`config.mk`:
```
export PLATFORM = sky130hd
export DESIGN_NAME = ninjin_dispatch
export DESIGN_NICKNAME = d
export VERILOG_FILES = /design/src/rtl/ninjin_dispatch.sv
export SDC_FILE = /design/constraint.sdc
export NUM_CORES = 1
export LEC_CHECK = 0
export ABC_AREA = 1
export BUFFER_PORTS_ARGS = -buffer_cell sky130_fd_sc_hd__buf_2
export CORE_MARGIN = 2
export CORE_UTILIZATION = 45
export DETAILED_ROUTE_END_ITERATION = 10
export PLACE_DENSITY = 0.86
export SLEW_MARGIN = 30
export SYNTH_ARGS = -nofsm -noshare
export SYNTH_HDL_FRONTEND = slang
export SYNTH_SLANG_ARGS = --single-unit
```
`constraint.sdc`:
```
create_clock -name clk -period 2.18 [get_ports clk]
set_clock_uncertainty 0.1 [all_clocks]
set_input_delay 0 -clock clk [delete_from_list [all_inputs] [get_ports clk]]
set_output_delay 0 -clock clk [all_outputs]
set_load 0.01 [all_outputs]
```
`src/rtl/ninjin_dispatch.sv`:
```
// ninjin_dispatch: launch sequencer for the NCORE accelerator tops.
// Runs the core req/ack handshake with start timeout and owns the image-memory mux.
module ninjin_dispatch #(
  parameter int NCORE    = 2,
  parameter int SELW     = 3,
  parameter int IMGSIZE  = 12,
  parameter int DWIDTH   = 16,
  parameter int CNTW     = 32,
  parameter int START_TO = 256
) (
  input  logic                     clk,
  input  logic                     rst,
  input  logic [SELW-1:0]          sel,
  input  logic                     req_in,
  input  logic                     abort,
  input  logic                     irq_clr,
  output logic [NCORE-1:0]         core_req,
  input  logic [NCORE-1:0]         core_ack,
  input  logic [NCORE-1:0]         core_mem_we,
  input  logic [NCORE*IMGSIZE-1:0] core_mem_addr,
  input  logic [NCORE*DWIDTH-1:0]  core_mem_wdata,
  input  logic                     host_we,
  input  logic [IMGSIZE-1:0]       host_addr,
  input  logic [DWIDTH-1:0]        host_wdata,
  output logic                     mem_we,
  output logic [IMGSIZE-1:0]       mem_addr,
  output logic [DWIDTH-1:0]        mem_wdata,
  output logic [SELW-1:0]          active_sel,
  output logic                     busy,
  output logic                     done,
  output logic [1:0]               err,
  output logic                     irq,
  output logic [CNTW-1:0]          cycles
);

  localparam int TOW = (START_TO > 1) ? $clog2(START_TO) : 1;
  localparam logic [TOW-1:0] TO_LAST = TOW'(START_TO - 1);
  localparam logic [SELW:0] NCORE_W = (SELW+1)'(NCORE);

  localparam logic [1:0] ERR_NONE = 2'b00;
  localparam logic [1:0] ERR_SEL  = 2'b01;
  localparam logic [1:0] ERR_TO   = 2'b10;
  localparam logic [1:0] ERR_HOST = 2'b11;

  typedef enum logic [2:0] {
    S_IDLE,
    S_START,
    S_RUN,
    S_DONE,
    S_ERR
  } state_e;

  state_e            state_q, state_d;
  logic [NCORE-1:0]  core_req_q, core_req_d;
  logic [SELW-1:0]   asel_q, asel_d;
  logic [1:0]        err_q, err_d;
  logic              done_q, done_d;
  logic              irq_q;
  logic              irq_set;
  logic [CNTW-1:0]   cyc_q, cyc_d;
  logic [TOW-1:0]    to_q, to_d;
  logic              req_in_q;

  logic              launch;
  logic              sel_ok;
  logic              run_ph;
  logic              req_on;
  logic [NCORE-1:0]  onehot;
  logic              ack_sel;
  logic              c_we;
  logic [IMGSIZE-1:0] c_addr;
  logic [DWIDTH-1:0] c_wdata;

  assign launch = req_in & ~req_in_q;
  assign sel_ok = ({1'b0, sel} < NCORE_W);
  assign run_ph = (state_q == S_START) || (state_q == S_RUN);
  assign req_on = |core_req_q;

  // Only the latched core is ever looked at; other slices are don't-care.
  always_comb begin
    onehot  = '0;
    ack_sel = 1'b0;
    c_we    = 1'b0;
    c_addr  = '0;
    c_wdata = '0;
    for (int k = 0; k < NCORE; k++) begin
      if (asel_q == SELW'(k)) begin
        onehot[k] = 1'b1;
        ack_sel   = core_ack[k];
        c_we      = core_mem_we[k];
        c_addr    = core_mem_addr[k*IMGSIZE +: IMGSIZE];
        c_wdata   = core_mem_wdata[k*DWIDTH +: DWIDTH];
      end
    end
  end

  always_comb begin
    state_d    = state_q;
    core_req_d = core_req_q;
    asel_d     = asel_q;
    err_d      = err_q;
    done_d     = done_q;
    irq_set    = 1'b0;
    cyc_d      = cyc_q;
    to_d       = to_q;

    if (run_ph && !(&cyc_q)) begin
      cyc_d = cyc_q + CNTW'(1);
    end

    if (abort) begin
      state_d    = S_IDLE;
      core_req_d = '0;
    end else begin
      if (run_ph && host_we) begin
        err_d = ERR_HOST;
      end
      unique case (state_q)
        S_IDLE: begin
          if (launch) begin
            done_d = 1'b0;
            if (sel_ok) begin
              state_d = S_START;
              asel_d  = sel;
              cyc_d   = '0;
              to_d    = '0;
              err_d   = ERR_NONE;
            end else begin
              state_d = S_ERR;
              err_d   = ERR_SEL;
              irq_set = 1'b1;
            end
          end
        end
        S_START: begin
          // req goes out one cycle after entry; ack only counts once it is out
          if (!req_on) begin
            core_req_d = onehot;
          end else if (!ack_sel) begin
            state_d = S_RUN;
          end else if (to_q == TO_LAST) begin
            state_d    = S_ERR;
            err_d      = ERR_TO;
            irq_set    = 1'b1;
            core_req_d = '0;
          end else begin
            to_d = to_q + TOW'(1);
          end
        end
        S_RUN: begin
          if (ack_sel) begin
            state_d    = S_DONE;
            core_req_d = '0;
            done_d     = 1'b1;
            irq_set    = 1'b1;
          end
        end
        S_DONE, S_ERR: begin
          if (!req_in) begin
            state_d = S_IDLE;
          end
        end
        default: begin
          state_d    = S_IDLE;
          core_req_d = '0;
        end
      endcase
    end
  end

  always_ff @(posedge clk or posedge rst) begin
    if (rst) begin
      state_q    <= S_IDLE;
      core_req_q <= '0;
      asel_q     <= '0;
      err_q      <= ERR_NONE;
      done_q     <= 1'b0;
      irq_q      <= 1'b0;
      cyc_q      <= '0;
      to_q       <= '0;
      req_in_q   <= 1'b0;
    end else begin
      state_q    <= state_d;
      core_req_q <= core_req_d;
      asel_q     <= asel_d;
      err_q      <= err_d;
      done_q     <= done_d;
      cyc_q      <= cyc_d;
      to_q       <= to_d;
      req_in_q   <= req_in;
      if (irq_set) begin
        irq_q <= 1'b1;
      end else if (irq_clr) begin
        irq_q <= 1'b0;
      end
    end
  end

  assign mem_we    = run_ph ? c_we    : host_we;
  assign mem_addr  = run_ph ? c_addr  : host_addr;
  assign mem_wdata = run_ph ? c_wdata : host_wdata;

  assign core_req   = core_req_q;
  assign active_sel = asel_q;
  assign busy       = run_ph;
  assign done       = done_q;
  assign err        = err_q;
  assign irq        = irq_q;
  assign cycles     = cyc_q;

endmodule
```
# Word-level counts from Yosys, hierarchy flattened
# Cells that the tools add are included.
dict set report word_totals {
  ff_bits 53
  in_bits 97
  out_inout_bits 71
  word_cells 112
}
dict set report classes {
  n_addsub 2
  n_lt_le_gt_ge 1
  n_eq_ne 20
  n_mux 59
  bitwise_logic 3
  reduce_logical 18
}
# cell n
set op_table {}
lappend op_table {{2-to-1 mux 32 bit} 5}
lappend op_table {{2-to-1 mux 16 bit} 3}
lappend op_table {{2-to-1 mux 8 bit} 5}
lappend op_table {{2-to-1 mux 12 bit} 3}
lappend op_table {{adder 32 x 1 -> 32 bit, second input constant} 1}
lappend op_table {{AND reduction 32 bit} 1}
lappend op_table {{2-to-1 mux 3 bit} 8}
lappend op_table {{2-to-1 mux 2 bit} 10}
lappend op_table {{2-to-1 mux 1 bit} 19}
lappend op_table {{one-hot mux 8 bit (2 select lines)} 1}
lappend op_table {{!= test 2 bit, second input constant} 6}
lappend op_table {{!= test 3 bit, second input constant} 4}
lappend op_table {{one-hot mux 3 bit (4 select lines)} 1}
lappend op_table {{AND reduction 4 bit} 3}
lappend op_table {{adder 8 x 1 -> 8 bit, second input constant} 1}
lappend op_table {{== test 8 bit, second input constant} 1}
lappend op_table {{!= test 4 x 3 -> 1 bit, second input constant} 2}
lappend op_table {{AND reduction 7 bit} 1}
lappend op_table {{== test 3 x 1 -> 1 bit, second input constant} 2}
lappend op_table {{== test 3 x 2 -> 1 bit, second input constant} 2}
lappend op_table {{zero test 3 bit} 2}
lappend op_table {{one-hot mux 2 bit (3 select lines)} 1}
lappend op_table {{nonzero test 2 bit} 3}
lappend op_table {{AND reduction 5 bit} 1}
lappend op_table {{14 further kinds} 17}

# Depth between registers and ports, before layout
dict set report logic_depth {
  word_depth 8
  depth_mapped 12
}

# Worst setup path after synthesis
# Ideal clock, no wire load.
dict set report synth_path {
  path_type {reg2reg}
  start {reg cyc_q[0], in the netlist cycles[0]}
  end {reg cyc_q[1], in the netlist cycles[1]}
  setup_time_ns 0.120
  arrival_time_ns 1.573
  t_required_ns 1.960
  path_slack_ns 0.387
  stages_incl_launch_ff 12
  path_cell_list {dfrtp_1 -> ha_1 -> nand2_1 -> nor2_4 -> nand2_4 -> nor2_4 -> nand2_4 -> nand2_8 -> inv_4 -> buf_6 -> nor2_1 -> nor2_1}
}
dict set report synth_via {
  elab_chain_cells 8
  word_cells_on_any_way 9
}
# item line
set synth_lines {}
lappend synth_lines {{start: declaration} 60} ;# logic [CNTW-1:0] cyc_q, cyc_d;
lappend synth_lines {{start signal: assignment} 188} ;# cyc_q <= cyc_d;
lappend synth_lines {{branches (longest 3 deep; another with adder 32 x 1 -> 32 bit)} -}
lappend synth_lines {{2-to-1 mux 32 bit *} 107} ;# if (run_ph && !(&cyc_q)) begin
lappend synth_lines {{2-to-1 mux 32 bit} 122} ;# if (sel_ok) begin
lappend synth_lines {{2-to-1 mux 32 bit} 120} ;# if (launch) begin
lappend synth_lines {{2-to-1 mux 32 bit} 118} ;# unique case (state_q)
lappend synth_lines {{2-to-1 mux 32 bit *} 111} ;# if (abort) begin
lappend synth_lines {{named net cyc_d[1]} 60}
# Mark *: on every way through the listed nets, which the timed path passes.
# A chain may end at the register's enable or synchronous reset.

# Worst setup path in the final report
dict set report layout_path {
  start {reg state_q[1]}
  end {out mem_addr[5]}
}
dict set report layout_via {
  elab_chain_cells 3
  word_cells_on_any_way 4
}
# item line
set layout_lines {}
lappend layout_lines {{start: declaration} 53} ;# state_e state_q, state_d;
lappend layout_lines {{start signal: assignment} 183} ;# state_q <= state_d;
lappend layout_lines {{== test 3 x 1 -> 1 bit or == test 3 x 2 -> 1 bit (tied branches)} 76} ;# assign run_ph = (state_q == S_START) || (state_q == S_RUN);
lappend layout_lines {{logical OR 1 bit *} 76}
lappend layout_lines {{2-to-1 mux 12 bit *} 200} ;# assign mem_addr = run_ph ? c_addr : host_addr;
lappend layout_lines {{end: declaration} 26} ;# output logic [IMGSIZE-1:0] mem_addr,
# Every way passes the cells marked *; elsewhere a longest branch is shown, timed or not.

==> reports/metrics.csv <==
stage;metric;value;unit
sta;tightestPinTransition;0.457;ns
worst_setup_path;crit_arrival;2.02;ns
worst_setup_path;endpoint_kind;primary output;
sta;rsz0062_at_grt;no;
global_route;grt_pass1_vias;4453;
route;ant_nets;0;
yosys;synth_nets;751;
place;portBuffers;167;
yosys;synth_edf_count;0;
floorplan;dieHeight;100;um
final_layout;layout.cells.non_filler;939;
sta;finalCriticalPeriod;2.12;ns
yosys;syn_area_per_cell;6.39;um^2
clock_network;clk_pin_slew;0.10;ns
final_layout;n_antenna_cell;0;
worst_setup_path;startpoint_type;flop;
yosys;ys_ff_latch;53;
sta;slew_headroom;0.694;
global_route;globalRouteOverflowTotal;0;
sta;setup_tns;0;ns
place;hpwl;10.6;mm
floorplan;initial_core_util;0.458;
clock_network;cts_tree;done;
sta;setup_viol;0;
clock_network;h-tree-depth;2;
sta;hold_violations;0;
clock_network;cts_buffer_depth;2;
floorplan;die_x;100;um
run_status;status;completed;
worst_setup_path;cp_common_cell;buf_4;
global_route;antenna_found_initial;0;
clock_network;insertion_delay;0.32;ns
power;power;5.37;mW
floorplan;num_rows;35;
clock_network;clock_sinks;53;
route;num_vias;4912;
route;avgRoutedWirePerCell;14.6;um
yosys;synth.distinct_cells;37;
sta;timing.hold.ws;0.0519;ns
job;maxCapViolations;0;
min_path;hp-class;input pin to asynchronous set/reset pin;
sta;fin_crit_sh;0.973;
final_layout;drive_above_1_share;0.293;
route;drcViolationCount;0;
worst_setup_path;crit_fanout;12;
route;dr.pass1.iters;4;
route;viasPerCell;5.23;
power;leakagePower;2.74;nW
place;dpl_cell_area;5160;um^2
final_layout;fin_area;5360;um^2
floorplan;design.die.area;10100;um^2
clock_network;post_cts_buffers;0;
worst_setup_path;critPathMaxStageDelay;0.47;ns
worst_setup_path;slowest_stage;dfrtp_2;
global_route;track_usage;0.261;
clock_network;cts_made_buffers;5;
yosys;ys.flop_type;dfrtp_1;
yosys;syn-cell-area;4170;um^2
final_layout;layout_commonest_cell;nand2_1;
final_layout;layout_common_cells;nand2_1 (236), buf_2 (167), nor2_1 (113);
route;dr.first_iter.drc_count;213;
floorplan;core;9110;um^2
sta;final_max_slew_viol_count;0;
floorplan;boundaryPins;168;
final_layout;synthToLayoutAreaGrowth;28.5;%
yosys;syn_inst;652;
worst_setup_path;worstPathRequired;2.08;ns
worst_setup_path;path_class;flop to primary output;
power;powerDensity;1000;nW/um^2
place;dp.cells;924;
global_route;grt_pass1_wl;21.0;mm
sta;max_freq;0.472;GHz
place;place_ws;0.175;ns
final_layout;nets;926;
yosys;async_reset_ff_frac;1.00;
final_layout;final_util;0.588;
worst_setup_path;crit_path_cell_trace;nor2_4 > nand2_4 > nand2_8 > buf_4 > nor2_1 > a31oi_1 > buf_4 > buf_2;
route;drt-total-wl;13.7;mm
yosys;ys_seq_area_frac;0.318;
place;gp_congestion;0.958;
sta;setup_ws;0.0598;ns
global_route;grt_max_degree;39;
clock_network;cts-root-buf;clkbuf_8;
power;peakVddDrop;0.000535;V
yosys;ys_warn_count;0;
==> layout make-up <==
cell class	instances	area, um^2
clock buffer	5	68.8
clock inverter	3	17.5
fill	896	3750
inverter	53	208
multi-input combinational	526	2550
sequential	53	1330
tap	111	139
timing repair buffer	188	1050
==> state kept, by name, summed over array words and instances, names as in the netlist <==
name / count
req_in_q: 1
irq: 1
done: 1
core_req: 2
state_q: 3
cycles: 32
err: 2
active_sel: 3
to_q: 8
==> repair_timing <==
| item | 4_1_cts | 5_1_grt |
|---|---|---|
| setup endpoints to repair | 3 | 14 |
| gates cloned | 0 | 1 |
| pin swaps | 0 | 1 |
| hold buffers | 6 | 0 |
| resized for setup | 2 | 5 |
| hold endpoints to repair | 60 | 0 |
==> cell families (layout without fill, tap and decap cells) <==
logic type / count (synthesis) / after routing / share of synthesized area
AND/OR/NAND/NOR: 435 / 436 / 0.461
adder cells (fa/ha/maj): 2 / 2 / 0.00600
AO/OA/AOI/OAI: 77 / 77 / 0.110
buffers and inverters: 74 / 249 / 0.0816
XOR/XNOR: 11 / 11 / 0.0231
flip-flops: 53 / 53 / 0.318
==> power by group <==
| group | leakage (nW) | switching [mW] | total (mW) | internal, mW |
|---|---|---|---|---|
| clock | 0.0439 | 0.338 | 0.561 | 0.223 |
| combinational | 1.99 | 2.01 | 3.24 | 1.23 |
| sequential | 0.708 | 0.332 | 1.57 | 1.24 |
==> worst max-delay path, delay by kind of cell (launching register included) <==
| kind | cells | cell delay [ns] |
|---|---|---|
| and+or+nand+nor | 4 | 0.59 |
| AOI/OAI and AO/OA | 1 | 0.17 |
| DFF | 1 | 0.47 |
| buffers and inverters | 3 | 0.48 |
==> synth_stat cells, types with 4 or more instances <==
master / number / area share
buf_2: 4 / 0.0048
o21ai_0: 14 / 0.017
a31oi_1: 30 / 0.045
buf_4: 4 / 0.0072
a21oi_2: 8 / 0.017
clkbuf_1: 8 / 0.0072
nand4_1: 6 / 0.0090
nor2_4: 6 / 0.016
nor3_2: 4 / 0.0096
inv_1: 47 / 0.042
nand3b_1: 9 / 0.016
nor2_1: 113 / 0.10
nand3_1: 30 / 0.036
nand2_1: 236 / 0.21
nor2_2: 6 / 0.0090
nand2_2: 7 / 0.011
nand2_4: 4 / 0.011
xor2_1: 8 / 0.017
dfrtp_1: 53 / 0.32
buf_6: 5 / 0.014
a21oi_1: 22 / 0.026
==> final timing paths <==
path                            start     endpoint  slack [ns]  cells after the start
max                        state_q[1]  mem_addr[5]        0.06                      8
min                               rst          irq        0.05                      3
max reg2reg                 cycles[0]    cycles[0]        0.17                     10
min reg2reg                 cycles[0]    cycles[0]        0.43                      1
max in group asynchronous         rst   state_q[0]        1.27                      4
min in group clk               sel[2]      to_q[6]        0.07                      6
==> metal layers <==
metal / track usage / wire [um]
met1: 0.313 / 5480
met2: 0.465 / 6690
met3: 0.0418 / 1030
met4: 0.107 / 495
met5: 0 / 0
Power figures use the tool's default switching activity.
